==> src/rtl/io_input_debounce.sv <==
// io_input_debounce: 2-FF sync + per-bit stability debounce for sw/dip pins.
// Ports: sys_clk_in, reset (sync, active-high), sw_pin/dip_pin (raw, async),
//   clr_pending (clears chg_pending), sw_word/dip_word (zero-extended stable
//   bits), sw_edge/dip_edge (toggle pulses), chg_pending (sticky change flag),
//   change_cnt (toggle-cycle count, only when IO_DEBOUNCE_CHGCNT_EN is defined,
//   else tied to 0).
module io_input_debounce #(
  parameter int WIDTH           = 5,
  parameter int DEBOUNCE_CYCLES = 1000000,
  parameter int CNT_W           = 20
) (
  input  logic             sys_clk_in,
  input  logic             reset,
  input  logic [WIDTH-1:0] sw_pin,
  input  logic [WIDTH-1:0] dip_pin,
  input  logic             clr_pending,
  output logic [31:0]      sw_word,
  output logic [31:0]      dip_word,
  output logic [WIDTH-1:0] sw_edge,
  output logic [WIDTH-1:0] dip_edge,
  output logic             chg_pending,
  output logic [15:0]      change_cnt
);

  // Both groups share one datapath: low half is sw, high half is dip.
  localparam int N = 2 * WIDTH;
  localparam logic [CNT_W-1:0] LAST = CNT_W'(DEBOUNCE_CYCLES - 1);

  logic [N-1:0]     pins;
  logic [N-1:0]     s1;
  logic [N-1:0]     s2;
  logic [N-1:0]     stable;
  logic [N-1:0]     hit;
  logic [N-1:0]     edge_q;
  logic [CNT_W-1:0] cnt   [N];
  logic [CNT_W-1:0] cnt_d [N];
  logic             chg_q;

  assign pins = {dip_pin, sw_pin};

  // hit: bit has disagreed with stable for DEBOUNCE_CYCLES cycles,
  // so it flips this edge. Any agreement restarts the count.
  always_comb begin
    for (int i = 0; i < N; i++) begin
      hit[i]   = 1'b0;
      cnt_d[i] = '0;
      if (s2[i] != stable[i]) begin
        if (cnt[i] == LAST) begin
          hit[i] = 1'b1;
        end else begin
          cnt_d[i] = cnt[i] + CNT_W'(1);
        end
      end
    end
  end

  always_ff @(posedge sys_clk_in) begin
    if (reset) begin
      s1     <= '0;
      s2     <= '0;
      stable <= '0;
      edge_q <= '0;
      chg_q  <= 1'b0;
      for (int i = 0; i < N; i++) begin
        cnt[i] <= '0;
      end
    end else begin
      s1     <= pins;
      s2     <= s1;
      stable <= stable ^ hit;
      edge_q <= hit;
      // a toggle beats a simultaneous clear
      chg_q  <= (|hit) | (chg_q & ~clr_pending);
      for (int i = 0; i < N; i++) begin
        cnt[i] <= cnt_d[i];
      end
    end
  end

  assign sw_word     = 32'(stable[WIDTH-1:0]);
  assign dip_word    = 32'(stable[N-1:WIDTH]);
  assign sw_edge     = edge_q[WIDTH-1:0];
  assign dip_edge    = edge_q[N-1:WIDTH];
  assign chg_pending = chg_q;

`ifdef IO_DEBOUNCE_CHGCNT_EN
  logic [15:0] change_cnt_q;

  always_ff @(posedge sys_clk_in) begin
    if (reset) begin
      change_cnt_q <= '0;
    end else if ((|edge_q) && (change_cnt_q != 16'hFFFF)) begin
      change_cnt_q <= change_cnt_q + 16'd1;
    end
  end

  assign change_cnt = change_cnt_q;
`else
  assign change_cnt = 16'h0000;
`endif

endmodule

==> config.mk <==
export PLATFORM = sky130hd
export DESIGN_NAME = io_input_debounce
export DESIGN_NICKNAME = d
export VERILOG_FILES = /design/src/rtl/io_input_debounce.sv
export SDC_FILE = /design/constraint.sdc
export NUM_CORES = 1
export LEC_CHECK = 0
export BUFFER_PORTS_ARGS = -buffer_cell sky130_fd_sc_hd__buf_4
export CORE_ASPECT_RATIO = 1.75
export CORE_MARGIN = 5
export CORE_UTILIZATION = 45
export DETAILED_ROUTE_END_ITERATION = 16
export GPL_TIMING_DRIVEN = 0
export PLACE_DENSITY_LB_ADDON = 0.15
export SYNTH_ARGS = -nofsm -noshare
export SYNTH_HDL_FRONTEND = slang
export SYNTH_SLANG_ARGS = --single-unit
==> constraint.sdc <==
create_clock -name sys_clk_in -period 4.9 [get_ports sys_clk_in]
set_input_delay 0.735 -clock sys_clk_in [delete_from_list [all_inputs] [get_ports sys_clk_in]]
set_output_delay 0.735 -clock sys_clk_in [all_outputs]
set_load 0.1 [all_outputs]
# Word level (Yosys, flattened, before mapping)
# Memory sizes are Yosys's and may differ from the RTL's.
# Cells that the tools add are included.
[totals]
input_bits = 13
output_inout_bits = 91
wordCells = 104
memories = 1
regBits = 41
mem_bits_rw = 200
[mem_list]
columns = ["memory", "words", "width", "rd", "rd_clocked_by_memory_dff", "write_ports", "line", "text"]
rows = [
  ["cnt", 10, 20, 10, 0, 10, "35", "logic [CNT_W-1:0] cnt [N];"],
]
[op_classes]
bitwise_logic = 14
n_addsub = 10
eq_ne = 20
n_mux = 53
reduce_logical = 1
[ops]
columns = ["op", "count"]
rows = [
  ["$mux W20", 30],
  ["$add A20 B1 Y20 const B", 10],
  ["$eq A20 B20 Y1 const B", 10],
  ["$mux W1", 23],
  ["$or A1 B1 Y1", 11],
  ["$ne A1 B1 Y1", 10],
  ["$reduce_or A10 Y1", 1],
  ["$xor A10 B10 Y10", 1],
  ["$and A1 B1 Y1", 1],
  ["$not A1 Y1", 1],
]

# Longest topological paths before layout
# Gate-level depths: netlist of the first run.
# An unclocked memory read counts as a cell.
[logic_depth]
depth_word = 6
ltp_mapped = 8

# Worst setup path after synthesis of the first run
# OpenSTA, ideal clock, no wires.
[synth_path]
path_kind = "register -> register"
from = "reg (tool-made name)"
to = "mem cnt[5][19]"
synth_period_minus_slack_ns = 1.931
stages_incl_launch_ff = 6
t_arrival_ns = 1.860
slack_ns = 2.969
cell_sequence = "dfxtp_1 xor2_1 nand2b_1 or2_2 clkbuf_1 a21oi_1"
[synth_rtl]
columns = ["item", "line"]
rows = [
  ["end, declared", "35"],
]

==> results.md, run 1 <==
* Final Cycle Share at 0.4748
* Mapped Area at 0.01059 mm2
* FF+latch count, synth at 241
* Worst slew margin relative to its limit at 0.4522
* Mean Syn Cell Area at 8.797 um2
* Synth Area in Adders at 0.01181
* Worst Clk Skew at 0.01067 ns
* Cell taking the most area after synthesis: dfxtp_1
* Clock sinks at 241
* Worst-skew pair later-pin latency at 0.51 ns
* Slew Viols, Final at 0
* Async set-or-reset flop fraction in the synthesized netlist at 0
* Leakage power at 4.223 nW
* CP max stage delay at 0.55 ns
* Pin count of the biggest net entering global routing at 16
* DRC Markers at 0
* WHS at 0.4360 ns
* Number of global-route vias before repair at 7954
* Setup Buffers After CTS at 0
* Measured slew at the worst slew-check pin at 0.8141 ns
* Initial drt markers at 237
* Maximum vdd ir drop at 0.2216 mV
* Most area-consuming cells after synthesis: dfxtp_1, nor2_1, xnor2_1, xor2_1, buf_4
* Hold Vio Cnt, Final at 0
* Post-synth top cells: dfxtp_1, nor2_1, xnor2_1
* Post-CTS Hold Buffers at 0
* CP max FO at 10
* Grt met1 use at 0.1753
* Post_cts resized at 0
* PD cells at 333.9 mW/mm2
* DR pass1 iterations at 4
* Main combinational cell family by area after synthesis: simple AND/OR/NAND/NOR gates
* GRT Overall Usage at 0.1565
* R2R setup slack at 2.57 ns
* Die X at 126.0 um
* Complex-gate fraction of the synthesized area at 0.01240
* CP max stage cell: nor4_1
* Buffers plus inverters on the worst setup path at 2
* MaxCap Viol Count at 0
* Seq/Total Area, Yosys at 0.4555
* Final Routed Wirelength at 20870 um
* Critical path endpoint category: flop
* Placed wire-length estimate at 15410 um
* CP Class: flop to flop
* Synth Flop Type: dfxtp_1
* Vias per Instance at 4.844
* Final ANT Viol Nets at 0
* Worst path cell trace: ha_1 > and3_1 > clkbuf_1 > nand3_1 > nor4_1 > or2_2 > buf_2 > nor2_1
* TritonCTS clock tree: built
* Post-synthesis mux area share at 0.004725
* Yosys warning count at 0
* RSZ-0062 raised after global routing: no
* Number of diodes at 0
* CTS H-tree depth at 1
* Final nets at 1353
* Initial Utilization at 0.4557
* Fmax at 429.8 MHz
* Met2 Usage GRT at 0.3021
* Synthesized instance count at 1204
* Synth cell types at 42
* CP Launch Type: flop
* Layout Utilization at 0.5262
* Port Buf Inserts at 32
* Clk pin slew, worst setup/hold paths at 0.06 ns
* Core ar. at 0.02324 mm2
* Post-Synth Simple-Gate Area at 0.2877
* Post-Place Cell Area at 0.01147 mm2
* First-pass GRT wire length at 35950 um
* Die height at 213.0 um
* GP Congestion at 0.7840
* Max Buffers Root-to-Sink at 3
* Initial antenna violation count at 0
* Overall Power at 0.004083 W
* DR WL/cell at 12.65 um
* Layout cells sized above 1 at 0.1204
* Synth top area share at 0.4555
* Worst endpoint required time at 5.29 ns
* Status: finished clean
* P&R area growth vs syn at 15.46%
* Synth Area in XOR/XNOR at 0.1538
* Design Area, Final at 0.01223 mm2
* GRT overflow at 0
* Num CTS Buffers at 23
* Floorplan row count at 74
* Crit-path leading delay family: simple AND/OR/NAND/NOR gates
* Worst hold path class: input port to flop
* Setup TNS at 0 ns
* GR peak layer: met2
* Die area at 0.02683 mm2
* Final setup fails at 0
* EDFF count, synth at 0
* Post-route minimum period at 2.327 ns
* Root Driver: clkbuf_16
* Critical Path AT at 2.72 ns
* Via count at 7988
* Met3 Resource Use GR at 0.02453
* I/O pin count at 104
==> flip-flops by register name (all words and copies together) (netlist names), named ones only <==
name,count
cnt,200
s1,10
edge_q,10
chg_pending,1
s2,10
==> per-stage QoR <==
| step | worst slack [ns] | std cells |
|---|---|---|
| 3_3_place_gp | 2.552 | 1609 |
| 4_1_cts | 2.544 | 1649 |
| 3_5_place_dp | 2.543 | 1609 |
| 2_1_floorplan | 2.969 | 1273 |
| 5_1_grt | 2.299 | 1649 |
| 6_report | 2.573 | 1649 |
==> cell families (layout without fill, tap and decap cells) <==
| logic type | count (synthesis) | count (layout) |
|---|---|---|
| muxes | 5 | 5 |
| and+or+nand+nor | 610 | 610 |
| AOI/OAI and AO/OA | 21 | 21 |
| buffers and inverters | 130 | 202 |
| xor gates and xnor gates | 186 | 186 |
| DFF | 241 | 241 |
| other | 1 | 70 |
| adders and majority gates | 10 | 10 |
==> report_power, final <==
group	internal [W]	switching (W)	total [W]
registers	0.00197	0.00000570	0.00197
clock network	0.00104	0.000739	0.00178
logic	0.0000576	0.000270	0.000328
==> path summary, 6_finish.rpt <==
check	depth (start not counted)	startpoint	to
worst max register to register	8	cnt[2][0]$_SDFF_PP0_	cnt[2][15]$_SDFF_PP0_
worst max-delay path	8	cnt[2][0]$_SDFF_PP0_	cnt[2][15]$_SDFF_PP0_
worst min-delay path	2	sw_pin[2]	s1[2]$_SDFF_PP0_
worst min register to register	1	s1[6]$_SDFF_PP0_	s2[6]$_SDFF_PP0_
==> cell type report <==
| cell class | count | area, um2 |
|---|---|---|
| fillers | 2257 | 11010 |
| multi-input cells | 902 | 5245 |
| flip-flops and latches | 241 | 4825 |
| plain buffers | 100 | 668.1 |
| clock buffers | 30 | 651.9 |
| well taps | 304 | 380.4 |
| repair buffers | 32 | 240.2 |
| inverters | 30 | 112.6 |
| clock inverters | 10 | 106.4 |
==> cells in the final DEF (no fill, tap or decap), types with 26 or more instances in the layout <==
cell type	n
buf_4	104
conb_1	70
dfxtp_1	241
inv_1	30
nand2_1	69
nand3_1	61
nand4_1	46
nor2_1	241
nor3_1	40
nor4_1	26
xnor2_1	103
xor2_1	83
==> metal layers <==
layer / part of all wire / wire length, um
met1: 0.41 / 8628
met2: 0.53 / 11100
met3: 0.035 / 734
met4: 0.020 / 408
met5: 0 / 0
No activity file was read; power rests on OpenSTA's default activity.
==> run 2: changes to the inputs <==
clock period = 1.96 ns   (was 4.9 ns; I/O delays follow)
==> run 2 against run 1 <==
Sequential share of layout area decreased by 1.2 points. Clock-buffer cell count did not move. Sequential power grew to 2.5 times the previous value. Clock power grew to 2.5 times the previous value. Fmax increased by 14%. Critical path depth fell by 2. The run now ends with setup timing left. Worst setup slack lost 2.6 ns. Global-route usage grew 0.22 points. Utilization increased by 1.8 points. Wire length increased by 2.2%.
==> results.md, run 2 (synthesized netlist as in run 1, its figures left out) <==
* Status: complete, but fails checks
* Failing checks: setup timing
* Worst hold path class: input port to flop
* DR pass1 iterations at 4 (unchanged)
* Number of flip-flops in the largest register at 200 (unchanged)
* Measured slew at the worst slew-check pin at 0.7175 ns (-0.09665 ns)
* MaxCap Viol Count at 0 (unchanged)
* Fin worst setup slack at -0.07387 ns (-2.647 ns)
* Design Area, Final at 0.01265 mm2 (+3.4%)
* GP Congestion at 0.7840 (unchanged)
* I/O pin count at 104 (unchanged)
* PD cells at 810.2 mW/mm2 (+140%)
* Final nets at 1368 (+1.1%)
* Commonest non-fill, non-tap cell in the layout: dfxtp_1
* GRT overflow at 0 (unchanged)
* Met3 Resource Use GR at 0.02403 (-0.0005006)
* CP max stage cell: or4_4
* Top reg by flops: cnt
* Worst-skew pair later-pin latency at 0.51 ns (about the same)
* Comb pwr share at 0.083 (+0.003)
* Post-route minimum period at 2.034 ns (-0.2927 ns)
* RSZ-0062 raised after global routing: yes
* GR peak layer: met2
* Maximum vdd ir drop at 0.5540 mV (+150%)
* Pin count of the biggest net entering global routing at 16 (unchanged)
* Number of global-route vias before repair at 8022 (+0.85%)
* Final ANT Viol Nets at 0 (unchanged)
* Layout cells sized above 1 at 0.1728 (+0.05235)
* Final Cycle Share at 1.038 (+0.5629)
* DRC Markers at 0 (unchanged)
* DR WL/cell at 12.82 um (+1.3%)
* Port Buf Inserts at 32 (unchanged)
* Via count at 8097 (+1.4%)
* Worst endpoint required time at 2.36 ns (-2.93 ns)
* P&R area growth vs syn at 19.40%
* Leakage power at 4.417 nW (+4.6%)
* Sequential power share at 0.482 (-0.002)
* Number of diodes at 0 (unchanged)
* Num CTS Buffers at 23 (unchanged)
* Met2 Usage GRT at 0.3069 (+0.004780)
* Die X at 126.0 um (unchanged)
* Initial antenna violation count at 0 (unchanged)
* CP Class: flop to flop
* Floorplan row count at 74 (unchanged)
* Hold Vio Cnt, Final at 0 (unchanged)
* Slew Viols, Final at 0 (unchanged)
* CP max stage delay at 0.61 ns (+0.06 ns)
* Critical path endpoint category: flop
* WHS at 0.03067 ns (-0.4054 ns)
* Clock power frac at 0.436 (about the same)
* Pre-CTS WS at -0.3654 ns (-2.909 ns)
* Final setup fails at 21 (+21)
* Psw at 0.002559 W (+150%)
* TritonCTS clock tree: built
* Die area at 0.02683 mm2 (unchanged)
* Post-Place Cell Area at 0.01147 mm2 (unchanged)
* Setup TNS at -1.292 ns (-1.292 ns)
* Initial drt markers at 299 (+26%)
* Most frequent cells in the layout: dfxtp_1, nor2_1, buf_4
* Grt met1 use at 0.1779 (+0.002523)
* Final Routed Wirelength at 21330 um (+2.2%)
* Core ar. at 0.02324 mm2 (unchanged)
* Worst path cell trace: or4b_1 > or4_4 > nor2_4 > or3_4 > buf_6 > nor2_1
* Vias per Instance at 4.866 (+0.45%)
* Max Buffers Root-to-Sink at 3 (unchanged)
* CP Launch Type: flop
* GRT Overall Usage at 0.1587 (+0.002208)
* Die height at 213.0 um (unchanged)
* Internal at 0.007688 W (+150%)
* CP max FO at 5 (-5)
* Fmax at 491.7 MHz (+14%)
* Critical Path AT at 2.44 ns (-0.28 ns)
* Worst Clk Skew at 0.01117 ns (+0.0004977 ns)
* First-pass GRT wire length at 36380 um (+1.2%)
* Sw Share at 0.2497 (+0.001100)
* Worst slew margin relative to its limit at 0.5217 (+0.06944)
* Placed wire-length estimate at 15410 um (unchanged)
* CTS H-tree depth at 1 (unchanged)
* Clock sinks at 241 (unchanged)
* Root Driver: clkbuf_16
* Initial Utilization at 0.4557 (unchanged)
* Clk pin slew, worst setup/hold paths at 0.07 ns (about the same)
[run 2: changes by cell type in the layout (fill, tap and decap cells not counted), moves of 5 or more]
| cell | previous run | this run |
|---|---|---|
| dfxtp_1 | 241 | 233 |
| nor4_1 | 26 | 20 |
| nor2_1 | 241 | 230 |
| nor4_2 | 0 | 5 |
| clkbuf_1 | 22 | 6 |
| dlygate4sd3_1 | 0 | 7 |
| clkbuf_2 | 0 | 9 |
| buf_6 | 2 | 10 |
| dfxtp_2 | 0 | 7 |
| nor2_2 | 0 | 9 |
| buf_4 | 104 | 111 |
| nor3_1 | 40 | 34 |
[run 2: timing repair]
action,in CTS,in global routing
setup endpoints to repair,169,182
cloned,2,2
hold endpoints to repair,7,0
gates resized for setup,35,59
setup buffers,3,5
pin swaps,16,10
hold buffers,7,0
[run 2: worst paths after layout]
kind	cells past startpoint	slack, ns	start	to
worst max-delay path	6	-0.07	cnt[4][8]$_SDFF_PP0_	cnt[4][0]$_SDFF_PP0_
worst min-delay path	2	0.03	sw_pin[4]	s1[4]$_SDFF_PP0_
worst max register to register	6	-0.07	cnt[4][8]$_SDFF_PP0_	cnt[4][0]$_SDFF_PP0_
worst min register to register	1	0.44	s1[6]$_SDFF_PP0_	s2[6]$_SDFF_PP0_
[run 2: power by group through the flow]
stage | clock (W) | sequential [W] | combinational, W
2_1_floorplan | 0 | 0.00504 | 0.000766
3_3_place_gp | 0 | 0.00505 | 0.000815
3_5_place_dp | 0 | 0.00505 | 0.000816
4_1_cts | 0.00461 | 0.00493 | 0.000835
5_1_grt | 0.00478 | 0.00493 | 0.000881
6_report | 0.00447 | 0.00493 | 0.000846
[run 2: cell type report]
cell class | count | area [um2]
Buffer | 96 | 700.7
Clock buffer | 30 | 651.9
Sequential cell | 241 | 4837
Multi-Input combinational cell | 902 | 5441
Tap cell | 304 | 380.4
Timing Repair Buffer | 51 | 415.4
Clock inverter | 10 | 106.4
Inverter | 30 | 112.6
Fill cell | 2218 | 10590
[run 2: routing by layer]
layer,wire length (um),vias up
met5,0,-
met4,443,0
met3,885,28
met2,11400,118
met1,8606,3786
li1,-,4165
[run 2: through the flow]
stage,power (W),util,cells
finish,0.01025,0.5441,1664
global route,0.01059,0.5441,1664
CTS,0.01038,0.5350,1659
detailed placement,0.005863,0.4936,1609
global placement,0.005860,0.4936,1609
floorplan,0.005808,-,1273
[run 2: critical path, delay by kind of cell, from the launching register on]
| kind | cells | cell delay, ns |
|---|---|---|
| buffers and inverters | 1 | 0.14 |
| flip-flops | 1 | 0.32 |
| AND/OR/NAND/NOR | 5 | 1.46 |
